## config.mk

```make
export PLATFORM = sky130hd
export DESIGN_NAME = avg_channel_scheduler
export DESIGN_NICKNAME = d
export VERILOG_FILES = /design/src/rtl/avg_sched_pkg.sv /design/src/rtl/avg_update.sv /design/src/rtl/avg_channel_scheduler.sv
export SDC_FILE = /design/constraint.sdc
export NUM_CORES = 1
export LEC_CHECK = 0
export ABC_AREA = 1
export BUFFER_PORTS_ARGS = -buffer_cell sky130_fd_sc_hd__buf_2
export CAP_MARGIN = 30
export CORE_MARGIN = 10
export CORE_UTILIZATION = 40
export CTS_BUF_LIST = sky130_fd_sc_hd__clkbuf_16
export DETAILED_ROUTE_END_ITERATION = 8
export PLACE_DENSITY = 0.68
export SLEW_MARGIN = 20
export SYNTH_ARGS = -nofsm -noshare
export SYNTH_HDL_FRONTEND = slang
export SYNTH_SLANG_ARGS = --single-unit
export TNS_END_PERCENT = 30
```

## constraint.sdc

```tcl
create_clock -name clk -period 4.8 [get_ports clk]
set_clock_uncertainty 0.15 [all_clocks]
set_input_delay 1.2 -clock clk [delete_from_list [all_inputs] [get_ports clk]]
set_output_delay 1.2 -clock clk [all_outputs]
set_load 0.02 [all_outputs]
```

## src/rtl/avg_sched_pkg.sv

```systemverilog
// Shared widths, defaults and per-channel state type for the multi-channel
// leaky-integrator averager / peak tracker.
package avg_sched_pkg;

   localparam int NBITS   = 16;
   localparam int ABITS   = 8;
   localparam int ACC_W   = NBITS + ABITS;
   localparam int NCH_DEF = 4;

   localparam logic [NBITS-1:0] MAX_INIT_DEF = 16'd5;

   // Channel-select width; a single channel still needs a 1-bit select.
   function automatic int ch_w(input int n);
      return (n > 1) ? $clog2(n) : 1;
   endfunction

   localparam int CH_W = ch_w(NCH_DEF);

   typedef struct packed {
      logic [ACC_W-1:0] acc;
      logic [NBITS-1:0] max;
   } ch_state_t;

endpackage

```

## src/rtl/avg_update.sv

```systemverilog
// One leaky-integrator / decaying-peak step for a single channel.
// Everything is unsigned; the accumulator wraps modulo 2^ACC_W.
module avg_update
   import avg_sched_pkg::*;
(
   input  logic [ACC_W-1:0] acc_i,
   input  logic [NBITS-1:0] max_i,
   input  logic [NBITS-1:0] amp_i,
   output logic [ACC_W-1:0] acc_o,
   output logic [NBITS-1:0] max_o,
   output logic [NBITS-1:0] avg_o
);

   always_comb begin
      acc_o = acc_i + ACC_W'(amp_i) - (acc_i >> ABITS);
      max_o = (amp_i > max_i) ? amp_i : max_i - (max_i >> ABITS);
      avg_o = acc_o[ACC_W-1:ABITS];
   end

endmodule

```

## src/rtl/avg_channel_scheduler.sv

```systemverilog
// Round-robin time-multiplexing of one avg_update datapath over NCH channels,
// with per-update result strobes and a registered random-access read port.
module avg_channel_scheduler
   import avg_sched_pkg::*;
#(
   parameter  int               NCH      = NCH_DEF,
   parameter  logic [NBITS-1:0] MAX_INIT = MAX_INIT_DEF,
   localparam int               SEL_W    = ch_w(NCH)
) (
   input  logic                   clk,
   input  logic                   rst,
   input  logic [NCH-1:0]         s_valid,
   output logic [NCH-1:0]         s_ready,
   input  logic [NCH*NBITS-1:0]   s_data,
   input  logic [NCH-1:0]         clr_ch,
   input  logic [SEL_W-1:0]       rd_ch,
   output logic [NBITS-1:0]       rd_avg,
   output logic [NBITS-1:0]       rd_max,
   output logic                   upd_valid,
   output logic [SEL_W-1:0]       upd_ch,
   output logic [NBITS-1:0]       upd_avg,
   output logic [NBITS-1:0]       upd_max
);

   ch_state_t        state_q [NCH];
   logic [SEL_W-1:0] ptr_q;
   logic             s1_valid_q;
   logic [SEL_W-1:0] s1_ch_q;
   logic [NBITS-1:0] s1_amp_q;

   logic             upd_valid_q;
   logic [SEL_W-1:0] upd_ch_q;
   logic [NBITS-1:0] upd_avg_q, upd_max_q;
   logic [NBITS-1:0] rd_avg_q, rd_max_q;

   logic             gnt_vld;
   logic [SEL_W-1:0] gnt_ch;
   logic [SEL_W:0]   start_idx, sum_idx;
   logic [2*NCH-1:0] dbl_valid;
   logic [NCH-1:0]   rot_valid;
   logic [SEL_W-1:0] rot_off;

   ch_state_t        cur_st;
   logic [ACC_W-1:0] acc_d;
   logic [NBITS-1:0] max_d, avg_d;

   // Arbiter: rotate so ptr+1 sits at bit 0, take the lowest set bit, un-rotate.
   // NOTE: every always_comb output gets a default first so no latch is inferred.
   always_comb begin
      gnt_vld   = 1'b0;
      rot_off   = '0;
      s_ready   = '0;
      start_idx = (ptr_q == SEL_W'(NCH-1)) ? '0 : {1'b0, ptr_q} + (SEL_W+1)'(1);
      dbl_valid = {s_valid, s_valid} >> start_idx;
      rot_valid = dbl_valid[NCH-1:0];
      for (int k = NCH-1; k >= 0; k--) begin
         if (rot_valid[k]) begin
            gnt_vld = 1'b1;
            rot_off = SEL_W'(k);
         end
      end
      sum_idx = start_idx + {1'b0, rot_off};
      if (sum_idx >= (SEL_W+1)'(NCH)) sum_idx = sum_idx - (SEL_W+1)'(NCH);
      gnt_ch = sum_idx[SEL_W-1:0];
      for (int i = 0; i < NCH; i++) s_ready[i] = gnt_vld && (gnt_ch == SEL_W'(i));
   end

   // The previous stage-1 write has already landed, so back-to-back samples on
   // one channel see fresh state without forwarding.
   assign cur_st = state_q[s1_ch_q];

   avg_update u_update (
      .acc_i (cur_st.acc),
      .max_i (cur_st.max),
      .amp_i (s1_amp_q),
      .acc_o (acc_d),
      .max_o (max_d),
      .avg_o (avg_d)
   );

   // NOTE: the channel state array is small flop storage, so it is reset like
   // any other register rather than treated as an un-resettable RAM.
   always_ff @(posedge clk) begin
      if (rst) begin
         ptr_q       <= SEL_W'(NCH-1);
         s1_valid_q  <= 1'b0;
         s1_ch_q     <= '0;
         s1_amp_q    <= '0;
         upd_valid_q <= 1'b0;
         upd_ch_q    <= '0;
         upd_avg_q   <= '0;
         upd_max_q   <= '0;
         rd_avg_q    <= '0;
         rd_max_q    <= '0;
         for (int i = 0; i < NCH; i++) state_q[i] <= '{acc: '0, max: MAX_INIT};
      end else begin
         s1_valid_q <= gnt_vld;
         if (gnt_vld) begin
            s1_ch_q  <= gnt_ch;
            s1_amp_q <= s_data[gnt_ch*NBITS +: NBITS];
            ptr_q    <= gnt_ch;
         end

         // A clear on the channel being written wins over the update.
         for (int i = 0; i < NCH; i++) begin
            if (clr_ch[i])
               state_q[i] <= '{acc: '0, max: MAX_INIT};
            else if (s1_valid_q && (s1_ch_q == SEL_W'(i)))
               state_q[i] <= '{acc: acc_d, max: max_d};
         end

         upd_valid_q <= s1_valid_q;
         if (s1_valid_q) begin
            upd_ch_q  <= s1_ch_q;
            upd_avg_q <= clr_ch[s1_ch_q] ? '0 : avg_d;
            upd_max_q <= clr_ch[s1_ch_q] ? MAX_INIT : max_d;
         end

         if (int'(rd_ch) < NCH) begin
            rd_avg_q <= state_q[rd_ch].acc[ACC_W-1:ABITS];
            rd_max_q <= state_q[rd_ch].max;
         end else begin
            rd_avg_q <= '0;
            rd_max_q <= '0;
         end
      end
   end

   assign upd_valid = upd_valid_q;
   assign upd_ch    = upd_ch_q;
   assign upd_avg   = upd_avg_q;
   assign upd_max   = upd_max_q;
   assign rd_avg    = rd_avg_q;
   assign rd_max    = rd_max_q;

endmodule

```

# Word-level counts from Yosys, hierarchy flattened

Memories as Yosys holds them, arrays and structs flattened. A register that Yosys moved wholly into a read port is not among the register bits.
Cells that the tools add are included.

Order comparisons: 3
Add/subtract/negate cells: 6
Eq/ne operators: 7
Reductions and logical operators: 10
Shifts and indexed selects: 2
Bitwise logic cells: 8
Mux-type cells: 55

Operator list:

| kind                                                                         | count |
|---|---|
| 40-bit two-way mux                                                           | 8 |
| 64-bit by 7-bit indexed part select with 16-bit output                       | 1 |
| 16-bit two-way mux                                                           | 3 |
| 1-bit two-way mux                                                            | 35 |
| 24-bit by 16-bit adder with 24-bit output                                    | 1 |
| 24-bit by 16-bit subtractor with 24-bit output                               | 1 |
| 16-bit greater-than comparator                                               | 1 |
| 16-bit by 8-bit subtractor with 16-bit output                                | 1 |
| 2-bit two-way mux                                                            | 7 |
| 2-bit equality test, second input constant                                   | 5 |
| 1-bit logical AND                                                            | 8 |
| 1-bit OR                                                                     | 8 |
| 8-bit by 3-bit right shift with 4-bit output                                 | 1 |
| 2-bit by 1-bit equality test with 1-bit output, second input constant        | 2 |
| 2-bit logical NOT                                                            | 2 |
| 2-bit by 1-bit adder with 3-bit output, second input constant                | 1 |
| 3-bit by 2-bit adder with 3-bit output                                       | 1 |
| 3-bit greater-or-equal comparator, second input constant                     | 1 |
| 2-bit by 3-bit less-than comparator with 1-bit output, second input constant | 1 |
| 3-bit two-way mux                                                            | 1 |
| 1-bit binary-select mux with 2-bit select                                    | 1 |
| 2-bit by 1-bit subtractor with 2-bit output, second input constant           | 1 |

Flip-flop bits (word level): 56
Logic and storage cells: 100
Memory bits (writable): 160
Input port bits: 76
Memories: 1

Memories:

| name    | words | width | rd ports | clocked after memory_dff | wr ports | line                        | text |
|---|---|---|---|---|---|---|---|
| state_q | 4     | 40    | 2        | 2                        | 4        | avg_channel_scheduler.sv:25 | `ch_state_t state_q [NCH];` |

# Logic depth before layout (Yosys ltp)

Depth after elaboration: 12
Gate-level depth with buffers: 22
Mapped depth without buffers: 20

# Cells and area by module

From an unflattened synthesis, not the netlist that was laid out.

Cell total of the unflattened synthesis: 1993
Area, all modules: 15019.4 µm²

Modules (own cells, without submodules):

| module                | area an instance (µm²) | cells an instance | instances |
|---|---|---|---|
| avg_channel_scheduler | 11507.3                | 1366              | 1 |
| avg_update            | 3512.1                 | 627               | 1 |

# Least setup slack after synthesis

No wires, ideal clock.

Kind: input port to output port
From: input port s_valid[3]
To: output port s_ready[1]
Slack: 0.421 ns
Arrival: 3.029 ns
Stages: 12
Path through: inv_1 > nand2_1 > o21ai_0 > o21ai_1 > inv_1 > nand2_1 > a21boi_0 > ha_1 > buf_2 > buf_1 > nand2_1 > nor2_1

Word-level cells in the longest chain between the ends: 10
Elaborated cells between the ends (all ways): 15
Those cells by class: 2 x add/sub; 1 x order compare; 1 x eq/ne; 1 x shift; 9 x mux; 1 x reduce/logical

Ends and longest elaborated chain:

| item                                                                                             | line                        | text |
|---|---|---|
| start: declaration                                                                               | avg_channel_scheduler.sv:12 | `input logic [NCH-1:0] s_valid,` |
| 8-bit by 3-bit right shift with 4-bit output *                                                   | avg_channel_scheduler.sv:54 | `dbl_valid = {s_valid, s_valid} >> start_idx;` |
| 2-bit two-way mux (3 in a row)                                                                   | avg_channel_scheduler.sv:57 | `if (rot_valid[k]) begin` |
| 2-bit two-way mux *                                                                              | avg_channel_scheduler.sv:57 |  |
| 3-bit by 2-bit adder with 3-bit output *                                                         | avg_channel_scheduler.sv:62 | `sum_idx = start_idx + {1'b0, rot_off};` |
| 3-bit greater-or-equal comparator or 2-bit by 1-bit subtractor with 2-bit output (tied branches) | avg_channel_scheduler.sv:63 | `if (sum_idx >= (SEL_W+1)'(NCH)) sum_idx = sum_idx - (SEL_W+1)'(NCH);` |
| 2-bit two-way mux *                                                                              | avg_channel_scheduler.sv:63 |  |
| net sum_idx[0]                                                                                   | avg_channel_scheduler.sv:38 | `logic [SEL_W:0] start_idx, sum_idx;` |
| 2-bit by 1-bit equality test with 1-bit output *                                                 | avg_channel_scheduler.sv:65 | `for (int i = 0; i < NCH; i++) s_ready[i] = gnt_vld && (gnt_ch == SEL_W'(i));` |
| 1-bit logical AND *                                                                              | avg_channel_scheduler.sv:65 |  |
| end: declaration                                                                                 | avg_channel_scheduler.sv:13 | `output logic [NCH-1:0] s_ready,` |

Mark *: on every way through the listed nets, which the timed path passes. The rest lies on a longest branch.

==> reports/summary.txt <==
crit path time final: 4490 ps
worst-margin pin slew: 813 ps
post-synth top area share: 33.4%
drt first pass iters: 5
EDFF count, synth: 160
TritonCTS clock tree: built
Num Clock Sinks: 250
Max H-tree Level: 1
Max Buffers Root-to-Sink: 3
Fmax achieved: 0.223 GHz
max-slew violations: 0
syn avg cell area: 7.88 um^2
final setup fails: 0
IO Port Bufs: 146
Root Driver: clkbuf_16
multi-input logic area: 6620 um^2
Relative slew margins: 45.7%
met2 Use GR: 32.0%
# nets final: 2107
post-route ant nets: 0
total CTS buffers: 27
Yosys cell types: 43
CP startpoint kind: register
Total Routing Usage GR: 19.8%
Hold WC Path Type: register to register
#FFs+latches synth: 250
register area: 6610 um^2
first-pass GRT wire length: 70200 um
Final HPWL DP: 32400 um
Residual DRC: 0
Yosys Warn Count: 0
Die W: 210 um
initial DRC count: 1109
Die H: 210 um
Filler Cells Inserted: 3555
Area Growth Syn to Fin: 15.6%
Post-Syn Area: 14400 um^2
Die Area: 44000 um^2
clk_lat worst skew: 570 ps
starting density of the core: 40.4%
Mapped Cells: 1826
met3 Resource Use GR: 3.95%
CP endpoint kind: register
async set-reset flop share out of synthesis: 0%
dominant cells by area after synthesis: edfxtp_1 33%, dfxtp_1 13%, nand2_1 11%, nor2_1 7.8%, a21oi_1 5.7%
Arr. time, crit path: 4630 ps
Via density: 5.25
initial antenna violation count: 0
Max Fanout on Critical Path: 46
sequential fraction of the synthesis area: 45.9%
Final Util: 46.7%
Yosys top cell by area: edfxtp_1
Most used DFF post-synth: edfxtp_1
Clock transition at path regs: 60 ps
largest net degree at the start of global routing: 105
hold_buf cts: 0
grt peak-use layer: met2
WL per Instance: 18.3 um
Worst R2R Path Depth: 16
final wirelength: 44800 um
CORE AREA: 35600 um^2
final hold viol count: 0
number of global-route vias before repair: 12800
RSZ-0062 raised after global routing: false
max-cap violations: 0
status: completed
Final period util: 93.6%
grt met1 use: 26.5%
ant diodes: 0
Overflow after GRT: 0
Vias: 12800
share of layout cells above drive strength 1: 13.8%
Mapped Nets: 1969
Crit Path Class: register to register
IO Pins: 147
final setup TNS: 0 ps
Hold Path Depth: 2
Placer Congestion: 0.964
WP data required: 4930 ps
row count: 69
-- registers in the layout, indices dropped and copies added (netlist names), named ones only --
register    cells
s1_valid_q      1
upd_valid       1
s1_ch_q         2
upd_ch          2
upd_max        16
state_q       160
upd_avg        16
rd_avg         16
ptr_q           2
rd_max         16
s1_amp_q       16
-- placed cells by master, fill, tap and decap left out, types with 5 or more instances in the layout --
master / Yosys / routed
ha_1: 50 / 49
nor2_1: 299 / 299
clkinv_2: 0 / 7
nand4_1: 13 / 13
buf_4: 1 / 50
mux2i_1: 32 / 32
inv_2: 6 / 7
o21ai_2: 5 / 5
inv_1: 204 / 208
dfxtp_1: 90 / 89
xnor2_1: 11 / 11
clkbuf_16: 0 / 29
a21oi_1: 164 / 164
buf_2: 11 / 146
clkinv_1: 2 / 5
nand2_1: 406 / 404
edfxtp_1: 160 / 160
a32o_1: 8 / 8
o21ai_0: 100 / 100
nand3_1: 96 / 94
fa_1: 17 / 17
nand3b_1: 6 / 6
xor2_1: 7 / 7
a32oi_1: 23 / 22
nand2_2: 7 / 9
-- cells by family after synthesis --
kind of cell | count (synthesis) | synth area share (%)
AOI/OAI and AO/OA | 313 | 12.1
xor gates and xnor gates | 18 | 1.10
adders and majority gates | 67 | 6.71
buffers and inverters | 300 | 8.21
DFF | 250 | 45.9
muxes | 32 | 2.23
and+or+nand+nor | 846 | 23.8
-- area by class of cell --
type | count | area share [%]
Sequential cell | 250 | 39.7
Inverter | 212 | 4.79
Clock inverter | 21 | 1.01
Clock buffer | 29 | 4.37
Timing Repair Buffer | 197 | 6.77
Tap cell | 461 | 3.47
Multi-Input combinational cell | 1276 | 39.8
-- through the flow --
step | hold WS (ps) | cell area, um^2 | std cells | setup WS (ps)
after global routing | 329 | 16600 | 2446 | 33.3
after floorplan | 296 | 14400 | 1826 | 421
after CTS | 314 | 16600 | 2446 | 320
after detailed placement | 305 | 15700 | 2396 | 379
after global placement | 300 | 15700 | 2396 | 398
final | 310 | 16600 | 2446 | 308
-- worst max-delay path, stage by stage, from the launching register on --
cell      delay (ps)
dfxtp_1          620
clkinv_1         160
buf_4            320
a32oi_1          590
inv_1            140
fa_1             520
inv_1             50
ha_1             350
nand2_1          120
nor2_1           230
inv_1             90
nor3_1           260
nand4_1          210
nand3_1          120
nand2_1           70
nand2_1          140
nor2_1            50
-- cells in the mapped netlist (all sizes together), types with 11 or more instances --
library cell and instances:
buf 20, clkbuf 68, a21oi 164, nand4 13, fa 17, dfxtp 90, nand3 96, ha 50
o21ai 108, edfxtp 160, a32oi 23, inv 210, nand2 413, xnor2 11, nor2 304, mux2i 32
-- per-layer routing --
metal	vias to the layer above	part of all wire, %
met4	0	1.7
li1	6288	-
met1	5962	44
met3	48	8.9
met5	-	0
met2	540	45
-- path summary, 6_finish.rpt --
path	to	startpoint	slack, ps
worst max-delay path	state_q[0][34]$_SDFFCE_PN0P_	register	310
worst max register to register	state_q[0][34]$_SDFFCE_PN0P_	register	310
worst min register to register	upd_max[8]$_SDFFE_PP0P_	upd_max[8]$_SDFFE_PP0P_	310
worst min-delay path	upd_max[8]$_SDFFE_PP0P_	upd_max[8]$_SDFFE_PP0P_	310
-- timing repair --
action	CTS	global route
setup endpoints to repair	0	1
setup buffers	0	0
gates resized for setup	0	1
Power is left out: the tool's default activity adds up to more than one toggle a clock period on the data nets, which glitch-free logic cannot reach.
